**config.mk**
```make
export PLATFORM = sky130hd
export DESIGN_NAME = elevator_ctrl
export DESIGN_NICKNAME = d
export VERILOG_FILES = /design/src/rtl/elevator_ctrl_pkg.sv /design/src/rtl/elevator_ctrl_req_scan.sv /design/src/rtl/elevator_ctrl.sv
export SDC_FILE = /design/constraint.sdc
export NUM_CORES = 1
export LEC_CHECK = 0
export BUFFER_PORTS_ARGS = -buffer_cell sky130_fd_sc_hd__buf_2
export CORE_MARGIN = 4
export CORE_UTILIZATION = 35
export CTS_BUF_LIST = sky130_fd_sc_hd__clkbuf_8 sky130_fd_sc_hd__clkbuf_16
export CTS_CLUSTER_SIZE = 12
export DETAILED_ROUTE_END_ITERATION = 10
export SYNTH_ARGS = -nofsm -noshare
export SYNTH_HDL_FRONTEND = slang
export SYNTH_SLANG_ARGS = --single-unit
```
**constraint.sdc**
```tcl
create_clock -name clk -period 4.9 [get_ports clk]
set_clock_uncertainty 0.05 [all_clocks]
set_input_delay 0.49 -clock clk [delete_from_list [all_inputs] [get_ports clk]]
set_output_delay 0.49 -clock clk [all_outputs]
set_load 0.03 [all_outputs]
```
**src/rtl/elevator_ctrl_pkg.sv**
```systemverilog
// Shared types for the elevator car controller: FSM state encoding,
// scan-direction constants and a counter-width helper.
package elevator_ctrl_pkg;

  typedef enum logic [2:0] {
    ST_IDLE      = 3'd0,
    ST_MOVE_UP   = 3'd1,
    ST_MOVE_DOWN = 3'd2,
    ST_ARRIVE    = 3'd3,
    ST_DOOR      = 3'd4
  } state_e;

  localparam logic DIR_UP   = 1'b1;
  localparam logic DIR_DOWN = 1'b0;

  // Width able to hold max(a,b)-1, never below 1 bit.
  function automatic int cnt_width(input int a, input int b);
    int m;
    m = (a > b) ? a : b;
    return (m <= 2) ? 1 : $clog2(m);
  endfunction

endpackage

```
**src/rtl/elevator_ctrl_req_scan.sv**
```systemverilog
// Combinational request scan: collapses the three call vectors into
// "anything above / below / at" the current floor.
module req_scan #(
  parameter  int N  = 8,
  localparam int FW = $clog2(N)
) (
  input  logic [FW-1:0] cur_floor_i,
  input  logic [N-1:0]  cabin_i,
  input  logic [N-1:0]  up_i,
  input  logic [N-1:0]  down_i,
  output logic          req_above_o,
  output logic          req_below_o,
  output logic          any_here_o
);

  logic [N-1:0] any_v;
  logic [N-1:0] here_oh;
  logic [N-1:0] below_m;
  logic [N-1:0] above_m;

  assign any_v   = cabin_i | up_i | down_i;
  assign here_oh = N'(1) << cur_floor_i;
  // Thermometer masks derived from the one-hot floor position.
  assign below_m = here_oh - N'(1);
  assign above_m = ~(below_m | here_oh);

  assign req_above_o = |(any_v & above_m);
  assign req_below_o = |(any_v & below_m);
  assign any_here_o  = |(any_v & here_oh);

endmodule

```
**src/rtl/elevator_ctrl.sv**
```systemverilog
// SCAN elevator car controller: picks direction, times travel and door dwell,
// and strobes inactivate lines for calls served at the current floor.
module elevator_ctrl
  import elevator_ctrl_pkg::*;
#(
  parameter  int BUTTONS_WIDTH = 8,
  parameter  int TRAVEL_CYCLES = 100,
  parameter  int DOOR_CYCLES   = 50,
  localparam int N  = BUTTONS_WIDTH,
  localparam int FW = $clog2(BUTTONS_WIDTH),
  localparam int CW = cnt_width(TRAVEL_CYCLES, DOOR_CYCLES)
) (
  input  logic          clk,
  input  logic          reset,
  input  logic [N-1:0]  active_in_levels,
  input  logic [N-2:0]  active_out_up_levels,
  input  logic [N-1:1]  active_out_down_levels,
  output logic [N-1:0]  inactivate_in_levels,
  output logic [N-2:0]  inactivate_out_up_levels,
  output logic [N-1:1]  inactivate_out_down_levels,
  output logic [FW-1:0] cur_floor,
  output logic          motor_up,
  output logic          motor_down,
  output logic          door_open,
  output logic          dir_up
);

  localparam logic [CW-1:0] TRAVEL_LAST = CW'(TRAVEL_CYCLES - 1);
  localparam logic [CW-1:0] DOOR_LAST   = CW'(DOOR_CYCLES - 1);

  state_e        state_q, state_d;
  logic [FW-1:0] floor_q, floor_d;
  logic          dir_q, dir_d;
  logic [CW-1:0] cnt_q, cnt_d;
  logic          mup_q, mdn_q, door_q;
  logic [N-1:0]  clr_in_q, clr_in_d;
  logic [N-2:0]  clr_up_q, clr_up_d;
  logic [N-1:1]  clr_dn_q, clr_dn_d;

  logic [N-1:0]  up_full, dn_full, here_oh;
  logic          req_above, req_below, any_here;
  logic          ahead, behind, hall_fwd, hall_rev, cabin_here;
  logic          stop_here, turn, idle_after;

  assign up_full = {1'b0, active_out_up_levels};
  assign dn_full = {active_out_down_levels, 1'b0};
  assign here_oh = N'(1) << floor_q;

  req_scan #(.N(N)) u_scan (
    .cur_floor_i (floor_q),
    .cabin_i     (active_in_levels),
    .up_i        (up_full),
    .down_i      (dn_full),
    .req_above_o (req_above),
    .req_below_o (req_below),
    .any_here_o  (any_here)
  );

  assign ahead      = dir_q ? req_above : req_below;
  assign behind     = dir_q ? req_below : req_above;
  assign hall_fwd   = (dir_q == DIR_DOWN) ? dn_full[floor_q] : up_full[floor_q];
  assign hall_rev   = (dir_q == DIR_DOWN) ? up_full[floor_q] : dn_full[floor_q];
  assign cabin_here = active_in_levels[floor_q];
  assign stop_here  = cabin_here | hall_fwd | ~ahead;
  // A hall call pointing back at this floor also counts as work on the other side.
  assign turn       = ~ahead & (behind | hall_rev);
  assign idle_after = ~req_above & ~req_below;

  always_comb begin
    state_d = state_q;
    floor_d = floor_q;
    dir_d   = dir_q;
    cnt_d   = cnt_q;
    case (state_q)
      ST_IDLE: begin
        cnt_d = '0;
        if (any_here) begin
          state_d = ST_DOOR;
          dir_d   = dir_q ^ turn;
        end else if (ahead) begin
          state_d = dir_q ? ST_MOVE_UP : ST_MOVE_DOWN;
        end else if (behind) begin
          dir_d   = ~dir_q;
          state_d = dir_q ? ST_MOVE_DOWN : ST_MOVE_UP;
        end
      end
      ST_MOVE_UP, ST_MOVE_DOWN: begin
        if (cnt_q == TRAVEL_LAST) begin
          cnt_d   = '0;
          state_d = ST_ARRIVE;
          floor_d = (state_q == ST_MOVE_UP) ? floor_q + FW'(1) : floor_q - FW'(1);
        end else begin
          cnt_d = cnt_q + CW'(1);
        end
      end
      ST_ARRIVE: begin
        cnt_d = '0;
        if (stop_here) begin
          state_d = ST_DOOR;
          dir_d   = dir_q ^ turn;
        end else begin
          state_d = dir_q ? ST_MOVE_UP : ST_MOVE_DOWN;
        end
      end
      ST_DOOR: begin
        if (cnt_q == DOOR_LAST) begin
          cnt_d   = '0;
          state_d = ST_IDLE;
        end else begin
          cnt_d = cnt_q + CW'(1);
        end
      end
      default: state_d = ST_IDLE;
    endcase
  end

  // Clears track the direction the car will leave in; both hall bits go when it will idle.
  always_comb begin
    clr_in_d = '0;
    clr_up_d = '0;
    clr_dn_d = '0;
    if (state_d == ST_DOOR) begin
      clr_in_d = here_oh;
      if (dir_d | idle_after)  clr_up_d = here_oh[N-2:0];
      if (~dir_d | idle_after) clr_dn_d = here_oh[N-1:1];
    end
  end

  always_ff @(posedge clk) begin
    if (reset) begin
      state_q  <= ST_IDLE;
      floor_q  <= '0;
      dir_q    <= DIR_UP;
      cnt_q    <= '0;
      mup_q    <= 1'b0;
      mdn_q    <= 1'b0;
      door_q   <= 1'b0;
      clr_in_q <= '0;
      clr_up_q <= '0;
      clr_dn_q <= '0;
    end else begin
      state_q  <= state_d;
      floor_q  <= floor_d;
      dir_q    <= dir_d;
      cnt_q    <= cnt_d;
      mup_q    <= (state_d == ST_MOVE_UP);
      mdn_q    <= (state_d == ST_MOVE_DOWN);
      door_q   <= (state_d == ST_DOOR);
      clr_in_q <= clr_in_d;
      clr_up_q <= clr_up_d;
      clr_dn_q <= clr_dn_d;
    end
  end

  assign cur_floor                  = floor_q;
  assign dir_up                     = dir_q;
  assign motor_up                   = mup_q;
  assign motor_down                 = mdn_q;
  assign door_open                  = door_q;
  assign inactivate_in_levels       = clr_in_q;
  assign inactivate_out_up_levels   = clr_up_q;
  assign inactivate_out_down_levels = clr_dn_q;

endmodule

```
# Word-level counts from Yosys, hierarchy flattened
# Cells that the tools add are included.
# W data, S select, Z words.
word_totals:
  ff_bits: 39
  input_bits: 24
  output_inout_bits: 29
  word_cells: 87
op_classes:
  n_addsub: 4
  magnitude_cmp: 1
  eq_ne: 9
  n_shift: 1
  muxes: 28
  bitwise_logic: 23
  n_reduce_logical: 11
op_table:
  columns: ["cell", "count"]
  rows:
  - ["$and A8 B8 Y8", 3]
  - ["$reduce_or A8 Y1", 3]
  - ["$mux W3", 7]
  - ["$pmux W7 S3", 1]
  - ["$or A8 B8 Y8", 2]
  - ["$mux W7", 2]
  - ["$pmux W3 S4", 1]
  - ["$mux W1", 11]
  - ["$bmux W1 S3", 3]
  - ["$eq A3 B2 Y1 const B", 3]
  - ["$not A1 Y1", 8]
  - ["$not A8 Y8", 1]
  - ["$or A8 B7 Y8", 1]
  - ["$shl A1 B3 Y8 const A", 1]
  - ["$sub A8 B1 Y8 const B", 1]
  - ["$add A7 B1 Y7 const B", 1]
  - ["$eq A7 B6 Y1 const B", 1]
  - ["$eq A7 B7 Y1 const B", 1]
  - ["$eq A3 B1 Y1 const B", 2]
  - ["$eq A3 B3 Y1 const B", 2]
  - ["$reduce_or A2 Y1", 3]
  - ["$reduce_or A3 Y1", 2]
  - ["$or A1 B1 Y1", 5]
  - ["$lt A3 B4 Y1 const B", 1]
  - ["other kinds (9)", 11]

# Depth between registers and ports, before layout
depth:
  depth_word: 16
  ltp_mapped: 14
  mapped_depth_nobuf: 12

# Cells and area by module
# A second synthesis with hierarchy kept.
unflattened:
  cells_unflattened: 280
  area_unflattened_um2: 2328.5
modules_own_cells:
  columns: ["module", "n_inst", "cells_per_inst", "area_per_inst_um2", "seq_area_each_um2"]
  rows:
  - ["elevator_ctrl", 1, 231, 2031.9, 780.7]
  - ["req_scan", 1, 49, 296.5, 0.0]

# Worst setup path after synthesis
# No wires, ideal clock.
synth_timing:
  path_kind: "register to register"
  start: "register floor_q[0], in the netlist cur_floor[0]"
  end: "register clr_dn_q (netlist bit inactivate_out_down_levels[1])"
  setup_ps: 123
  arrival_ps: 2864
  t_required_ps: 4727
  slack_ps: 1863
  path_stages_with_launch: 13
  path_buffers: 1
  period_less_slack_ps: 3037
  cell_sequence: "dfxtp_1 -> or3b_1 -> buf_2 -> ha_1 -> nand2_1 -> ha_1 -> o31ai_1 -> o2111ai_1 -> nor3_4 -> a21boi_0 -> o211ai_1 -> a21oi_4 -> nor3_2"
synth_via:
  elab_chain_len: 16
  word_cells_on_any_way: 45
  classes_between: "add/sub (1); eq/ne (1); shift (1); mux (20); bitwise (18); reduce/logical (4)"
synth_lines:
  columns: ["element", "line", "rtl"]
  rows:
  - ["start: declaration", "elevator_ctrl.sv:32", "logic [FW-1:0] floor_q, floor_d;"]
  - ["start signal: assignment", "elevator_ctrl.sv:143", "floor_q <= floor_d;"]
  - ["$shl A1 B3 Y8", "elevator_ctrl_req_scan.sv:22, elevator_ctrl.sv:47", null]
  - ["$sub A8 B1 Y8", "elevator_ctrl_req_scan.sv:24", "assign below_m = here_oh - N'(1);"]
  - ["$or A8 B8 Y8", "elevator_ctrl_req_scan.sv:25", "assign above_m = ~(below_m | here_oh);"]
  - ["$not A8 Y8", "elevator_ctrl_req_scan.sv:25", null]
  - ["$and A8 B8 Y8", "elevator_ctrl_req_scan.sv:27", "assign req_above_o = |(any_v & above_m);"]
  - ["$reduce_or A8 Y1", "elevator_ctrl_req_scan.sv:27", null]
  - ["$mux W1, on equally long branches", "elevator_ctrl.sv:60, elevator_ctrl.sv:59", null]
  - ["$or A1 B1 Y1 or $not A1 Y1 (tied branches)", "elevator_ctrl.sv:66, elevator_ctrl.sv:64", null]
  - ["$and A1 B1 Y1", "elevator_ctrl.sv:66", "assign turn = ~ahead & (behind | hall_rev);"]
  - ["$xor A1 B1 Y1", "elevator_ctrl.sv:79, elevator_ctrl.sv:100", null]
  - ["$mux W1, on equally long branches", "elevator_ctrl.sv:98, elevator_ctrl.sv:77", null]
  - ["$pmux W1 S2", "elevator_ctrl.sv:74", "case (state_q)"]
  - ["$not A1 Y1", "elevator_ctrl.sv:125", "if (~dir_d | idle_after) clr_dn_d = here_oh[N-1:1];"]
  - ["$or A1 B1 Y1", "elevator_ctrl.sv:125", null]
  - ["$not A1 Y1 (no line)", null, null]
  - ["$reduce_or A3 Y1 (no line)", null, null]
  - ["end signal: assignment", "elevator_ctrl.sv:151", "clr_dn_q <= clr_dn_d;"]
  - ["end: declaration", "elevator_ctrl.sv:38", "logic [N-1:1] clr_dn_q, clr_dn_d;"]
# Parallel ways exist; a longest one is shown, timed or not. The select of a mux whose other input is x is not followed.
# A chain may end at the register's enable or synchronous reset.

# Worst setup path in the final report
layout_timing:
  start: "register floor_q[1], in the netlist cur_floor[1]"
  end: "register clr_up_q[6], in the netlist inactivate_out_up_levels[6]"
layout_via:
  elab_chain_len: 15
  word_cells_on_any_way: 44
  classes_between: "add/sub (1); eq/ne (1); shift (1); mux (20); bitwise (17); reduce/logical (4)"
layout_lines:
  columns: ["element", "line", "rtl"]
  rows:
  - ["$shl A1 B3 Y8", "elevator_ctrl_req_scan.sv:22, elevator_ctrl.sv:47", null]
  - ["$sub A8 B1 Y8", "elevator_ctrl_req_scan.sv:24", null]
  - ["$or A8 B8 Y8", "elevator_ctrl_req_scan.sv:25", null]
  - ["$not A8 Y8", "elevator_ctrl_req_scan.sv:25", null]
  - ["$and A8 B8 Y8", "elevator_ctrl_req_scan.sv:27", null]
  - ["$reduce_or A8 Y1", "elevator_ctrl_req_scan.sv:27", null]
  - ["$mux W1, on equally long branches", "elevator_ctrl.sv:60, elevator_ctrl.sv:59", null]
  - ["$or A1 B1 Y1 or $not A1 Y1 (tied branches)", "elevator_ctrl.sv:66, elevator_ctrl.sv:64", null]
  - ["$and A1 B1 Y1", "elevator_ctrl.sv:66", null]
  - ["$xor A1 B1 Y1", "elevator_ctrl.sv:79, elevator_ctrl.sv:100", null]
  - ["$mux W1, on equally long branches", "elevator_ctrl.sv:98, elevator_ctrl.sv:77", null]
  - ["$pmux W1 S2", "elevator_ctrl.sv:74", null]
  - ["$or A1 B1 Y1", "elevator_ctrl.sv:124", "if (dir_d | idle_after) clr_up_d = here_oh[N-2:0];"]
  - ["$not A1 Y1 (no line)", null, null]
  - ["$reduce_or A3 Y1 (no line)", null, null]
  - ["end signal: assignment", "elevator_ctrl.sv:150", "clr_up_q <= clr_up_d;"]
  - ["end: declaration", "elevator_ctrl.sv:37", "logic [N-2:0] clr_up_q, clr_up_d;"]
# Parallel ways exist; a longest one is shown, timed or not. The select of a mux whose other input is x is not followed.

==> impl_metrics.prom <==
# TYPE chip_impl_metric gauge
chip_impl_metric{name="gr-usage-all-layers",unit="%"} 13.6
chip_impl_metric{name="post_drt_wl_per_cell",unit="um"} 13.6
chip_impl_metric{name="synth-async-reset-ratio",unit="%"} 0
chip_impl_metric{name="avgViaCountPerCell",unit=""} 5.08
chip_impl_metric{name="cap_violations",unit=""} 0
chip_impl_info{name="grt_setup_unrepaired",value="no"} 1
chip_impl_metric{name="syn_nets",unit=""} 287
chip_impl_info{name="critPathLaunch",value="cur_floor[1]"} 1
chip_impl_metric{name="sequential_share_of_power",unit="%"} 50.3
chip_impl_metric{name="pin_count_of_the_biggest_net_entering_global_routing",unit=""} 27
chip_impl_metric{name="synth.ff_latch_count",unit=""} 39
chip_impl_info{name="regToRegStartpoint",value="cur_floor[1]"} 1
chip_impl_info{name="ys_top_cells_by_area",value="sky130_fd_sc_hd__dfxtp_1, sky130_fd_sc_hd__nor2_1, sky130_fd_sc_hd__nor3_2"} 1
chip_impl_info{name="kind_of_cell_with_the_highest_combined_delay_on_the_critical_path",value="flip-flops"} 1
chip_impl_metric{name="crit_required",unit="ps"} 5010
chip_impl_metric{name="final.period_utilization",unit="%"} 74.6
chip_impl_metric{name="finish.net_count",unit=""} 330
chip_impl_metric{name="switching_share",unit="%"} 28.5
chip_impl_info{name="timing.critical_path.to_type",value="register"} 1
chip_impl_metric{name="grt_pass1_vias",unit=""} 1727
chip_impl_info{name="final_common_cell",value="sky130_fd_sc_hd__buf_2"} 1
chip_impl_metric{name="yosys_warnings",unit=""} 0
chip_impl_metric{name="cts-buffers-inserted",unit=""} 5
chip_impl_metric{name="detailed_place_hpwl",unit="um"} 3940
chip_impl_metric{name="critical_path_arrival",unit="ps"} 3760
chip_impl_info{name="outcome",value="finished clean"} 1
chip_impl_metric{name="first_pass_detailed_route_iteration_total",unit=""} 4
chip_impl_metric{name="deepest_level_of_the_cts_h_tree",unit=""} 2
chip_impl_metric{name="cp.buffers_inverters",unit=""} 1
chip_impl_info{name="critical_path.cell_chain",value="or3b_1 -> ha_1 -> inv_1 -> a21o_1 -> ha_1 -> o31ai_1 -> o2111ai_1 -> or2_0 -> maj3_2 -> a21boi_2 -> o21a_4 -> nor3_1"} 1
chip_impl_info{name="ctsRootBufferMaster",value="sky130_fd_sc_hd__clkbuf_8"} 1
chip_impl_info{name="hold_path_class",value="register to register"} 1
chip_impl_metric{name="gp_routability_congestion",unit=""} 0.832
chip_impl_metric{name="grt_first_pass_wirelength",unit="um"} 8450
chip_impl_metric{name="antenna_cells_inserted",unit=""} 0
chip_impl_metric{name="initial_antenna_violation_count",unit=""} 0
chip_impl_metric{name="clock_power_share",unit="%"} 31.7
chip_impl_metric{name="drive_above_1_share",unit="%"} 30.8
chip_impl_metric{name="vdd_ir_drop_max",unit="mV"} 0.122
chip_impl_info{name="hp-start",value="cnt_q[0]"} 1
chip_impl_metric{name="final_antenna_net_count",unit=""} 0
chip_impl_metric{name="start_util",unit="%"} 36.2
chip_impl_info{name="timing_worst_setup_path_type",value="register to register"} 1
chip_impl_metric{name="power.leakage",unit="nW"} 1.07
chip_impl_metric{name="final_critical_path_setup_slack",unit="ps"} 1250
chip_impl_metric{name="wl",unit="um"} 5070
chip_impl_info{name="startpoint_class",value="register"} 1
chip_impl_metric{name="die_width",unit="um"} 89.0
chip_impl_metric{name="p_per_area",unit="nW/um^2"} 253
chip_impl_info{name="ys_dominant_reg_cell",value="sky130_fd_sc_hd__dfxtp_1"} 1
chip_impl_metric{name="die_y",unit="um"} 89.0
chip_impl_metric{name="timing.final.max_slew_violations",unit=""} 0
chip_impl_metric{name="comb_power_share",unit="%"} 18.0
chip_impl_metric{name="grt_overflow",unit=""} 0
chip_impl_metric{name="slowest_delay",unit="ps"} 1000
chip_impl_metric{name="drc",unit=""} 0
chip_impl_info{name="critical_path.slowest_cell",value="sky130_fd_sc_hd__dfxtp_1"} 1
chip_impl_metric{name="buffer_ports.inserted",unit=""} 52
chip_impl_metric{name="postSynthAreaPerCell",unit="sq um"} 9.12
chip_impl_metric{name="synth_cells",unit=""} 252
chip_impl_metric{name="placement.setup.worst_slack",unit="ps"} 1300
chip_impl_metric{name="internal-power",unit="mW"} 0.479
chip_impl_metric{name="rrSetupSlack",unit="ps"} 1250
chip_impl_metric{name="synthDominantCellAreaShare",unit="%"} 34.0
chip_impl_metric{name="design.die.area",unit="sq um"} 7920
chip_impl_metric{name="num_io_pins",unit=""} 53
chip_impl_metric{name="post-cts-setup-buffers",unit=""} 0
chip_impl_metric{name="drt_first_iter_violations",unit=""} 86
chip_impl_metric{name="worst-path-max-fanout",unit=""} 26
chip_impl_metric{name="syn2layout_area_growth",unit="%"} 15.4
chip_impl_metric{name="post_cts_resized",unit=""} 0
chip_impl_metric{name="switchingPower",unit="mW"} 0.191
chip_impl_info{name="cts_tree",value="done"} 1
chip_impl_metric{name="setup_violations",unit=""} 0
chip_impl_metric{name="timing.final.hold_violations",unit=""} 0
chip_impl_metric{name="synth_sequential_area_ratio",unit="%"} 34.0
chip_impl_metric{name="max_slew_margin",unit="%"} 31.9
chip_impl_info{name="crit_top_cell",value="sky130_fd_sc_hd__ha_1"} 1
chip_impl_metric{name="clock_sinks",unit=""} 39
chip_impl_metric{name="design.core.area",unit="sq um"} 6350
chip_impl_metric{name="count_of_flip_flops_with_a_built_in_enable_after_synthesis",unit=""} 0
chip_impl_metric{name="rows",unit=""} 29
chip_impl_metric{name="clock.fmax",unit="MHz"} 274
chip_impl_metric{name="post_synth_instance_area",unit="sq um"} 2300
chip_impl_metric{name="clkSlewWorstSetupHoldPaths",unit="ps"} 70
chip_impl_metric{name="vias",unit=""} 1888
chip_impl_info{name="synthDominantAreaCellType",value="sky130_fd_sc_hd__dfxtp_1"} 1
chip_impl_metric{name="worstMarginPinSlew",unit="ps"} 1020
chip_impl_metric{name="timing.setup.tns",unit="ps"} 0
chip_impl_metric{name="clk_latency",unit="ps"} 280
chip_impl_metric{name="hold_buffers",unit=""} 0
chip_impl_metric{name="cts_max_path_buffers",unit=""} 2
chip_impl_metric{name="synth.lib_cells_used.distinct",unit=""} 60
chip_impl_info{name="layout_common_cells",value="sky130_fd_sc_hd__buf_2, sky130_fd_sc_hd__dfxtp_1, sky130_fd_sc_hd__nor2_1, sky130_fd_sc_hd__inv_1, sky130_fd_sc_hd__nor3_2"} 1
chip_impl_metric{name="finalWorstPathRequiredPeriod",unit="ps"} 3650
[worst register-to-register path, cell delays in order, from the launching register on]
cell and delay, ps:
sky130_fd_sc_hd__dfxtp_1 1000, sky130_fd_sc_hd__or3b_1 380, sky130_fd_sc_hd__ha_1 230, sky130_fd_sc_hd__inv_1 60, sky130_fd_sc_hd__a21o_1 150, sky130_fd_sc_hd__ha_1 170
sky130_fd_sc_hd__o31ai_1 60, sky130_fd_sc_hd__o2111ai_1 200, sky130_fd_sc_hd__or2_0 360, sky130_fd_sc_hd__maj3_2 350, sky130_fd_sc_hd__a21boi_2 250, sky130_fd_sc_hd__o21a_4 230
sky130_fd_sc_hd__nor3_1 60
[Yosys cell counts, types with 2 or more instances]
| cell | instances |
|---|---|
| sky130_fd_sc_hd__dfxtp_1 | 39 |
| sky130_fd_sc_hd__nor2_1 | 36 |
| sky130_fd_sc_hd__inv_1 | 16 |
| sky130_fd_sc_hd__nor3_2 | 13 |
| sky130_fd_sc_hd__ha_1 | 10 |
| sky130_fd_sc_hd__a21oi_1 | 9 |
| sky130_fd_sc_hd__nand2_1 | 9 |
| sky130_fd_sc_hd__nor3_1 | 9 |
| sky130_fd_sc_hd__mux2i_1 | 8 |
| sky130_fd_sc_hd__clkbuf_1 | 7 |
| sky130_fd_sc_hd__o21ai_0 | 7 |
| sky130_fd_sc_hd__buf_2 | 6 |
| sky130_fd_sc_hd__o31ai_1 | 6 |
| sky130_fd_sc_hd__xnor2_1 | 6 |
| sky130_fd_sc_hd__nand3_1 | 5 |
| sky130_fd_sc_hd__o22ai_1 | 5 |
| sky130_fd_sc_hd__mux4_2 | 4 |
| sky130_fd_sc_hd__xor2_1 | 4 |
| sky130_fd_sc_hd__a31oi_1 | 3 |
| sky130_fd_sc_hd__buf_6 | 3 |
| sky130_fd_sc_hd__or3b_1 | 3 |
| sky130_fd_sc_hd__and3_1 | 2 |
| sky130_fd_sc_hd__nand2b_1 | 2 |
| sky130_fd_sc_hd__nand3b_1 | 2 |
| sky130_fd_sc_hd__nand3b_2 | 2 |
| sky130_fd_sc_hd__o2111ai_1 | 2 |
[power groups by stage]
stage	Combinational (mW)	Sequential, mW	Clock, mW
CTS	0.121	0.337	0.219
detailed placement	0.121	0.344	0
global route	0.133	0.339	0.238
global placement	0.119	0.345	0
finish	0.121	0.337	0.213
floorplan	0.0841	0.349	0
[per-layer routing]
metal	up-vias	part of all wire, %	global-route usage (%)
met5	-	0	0
met1	852	52	19.8
met3	7	6.3	2.76
met2	52	40	20.0
li1	977	-	-
met4	0	1.6	4.33
[state kept, by name (all words and copies together) (netlist names), 3 cells and up]
| name | cells |
|---|---|
| inactivate_out_up_levels | 7 |
| cnt_q | 7 |
| state_q | 3 |
| inactivate_in_levels | 8 |
| inactivate_out_down_levels | 7 |
| cur_floor | 3 |
[path summary, 6_finish.rpt]
path / cells past startpoint / end
setup / recovery: 12 / inactivate_out_up_levels[6]
hold / removal: 1 / cnt_q[0]
setup reg to reg: 12 / inactivate_out_up_levels[6]
hold reg to reg: 1 / cnt_q[0]
[logic make-up (layout without fill, tap and decap cells)]
family | Yosys count | after routing | share of synthesized area [%]
AOI/OAI and AO/OA | 49 | 49 | 15.4
adders and majority gates | 12 | 12 | 6.81
and+or+nand+nor | 96 | 96 | 25.5
xor gates and xnor gates | 10 | 10 | 3.81
DFF | 39 | 39 | 34.0
muxes | 12 | 12 | 7.41
buffers and inverters | 34 | 77 | 7.03
[area by class of cell]
cell class	instances	area [sq um]
well taps	77	96.3
flip-flops and latches	39	781
clock buffers	6	82.6
repair buffers	53	268
fillers	630	3700
clock inverters	1	5.00
inverters	17	63.8
multi-input cells	179	1360
[stage by stage]
step / cell area [sq um] / total power [mW] / std cells / hold slack [ps] / util (%)
3_5_place_dp: 2560 / 0.465 / 365 / 477 / 40.4
4_1_cts: 2650 / 0.678 / 372 / 479 / 41.8
2_1_floorplan: 2300 / 0.433 / 252 / 437 / -
6_report: 2650 / 0.670 / 372 / 482 / 41.8
5_1_grt: 2650 / 0.709 / 372 / 488 / 41.8
3_3_place_gp: 2560 / 0.464 / 365 / 468 / 40.4
Power figures use the tool's default switching activity.
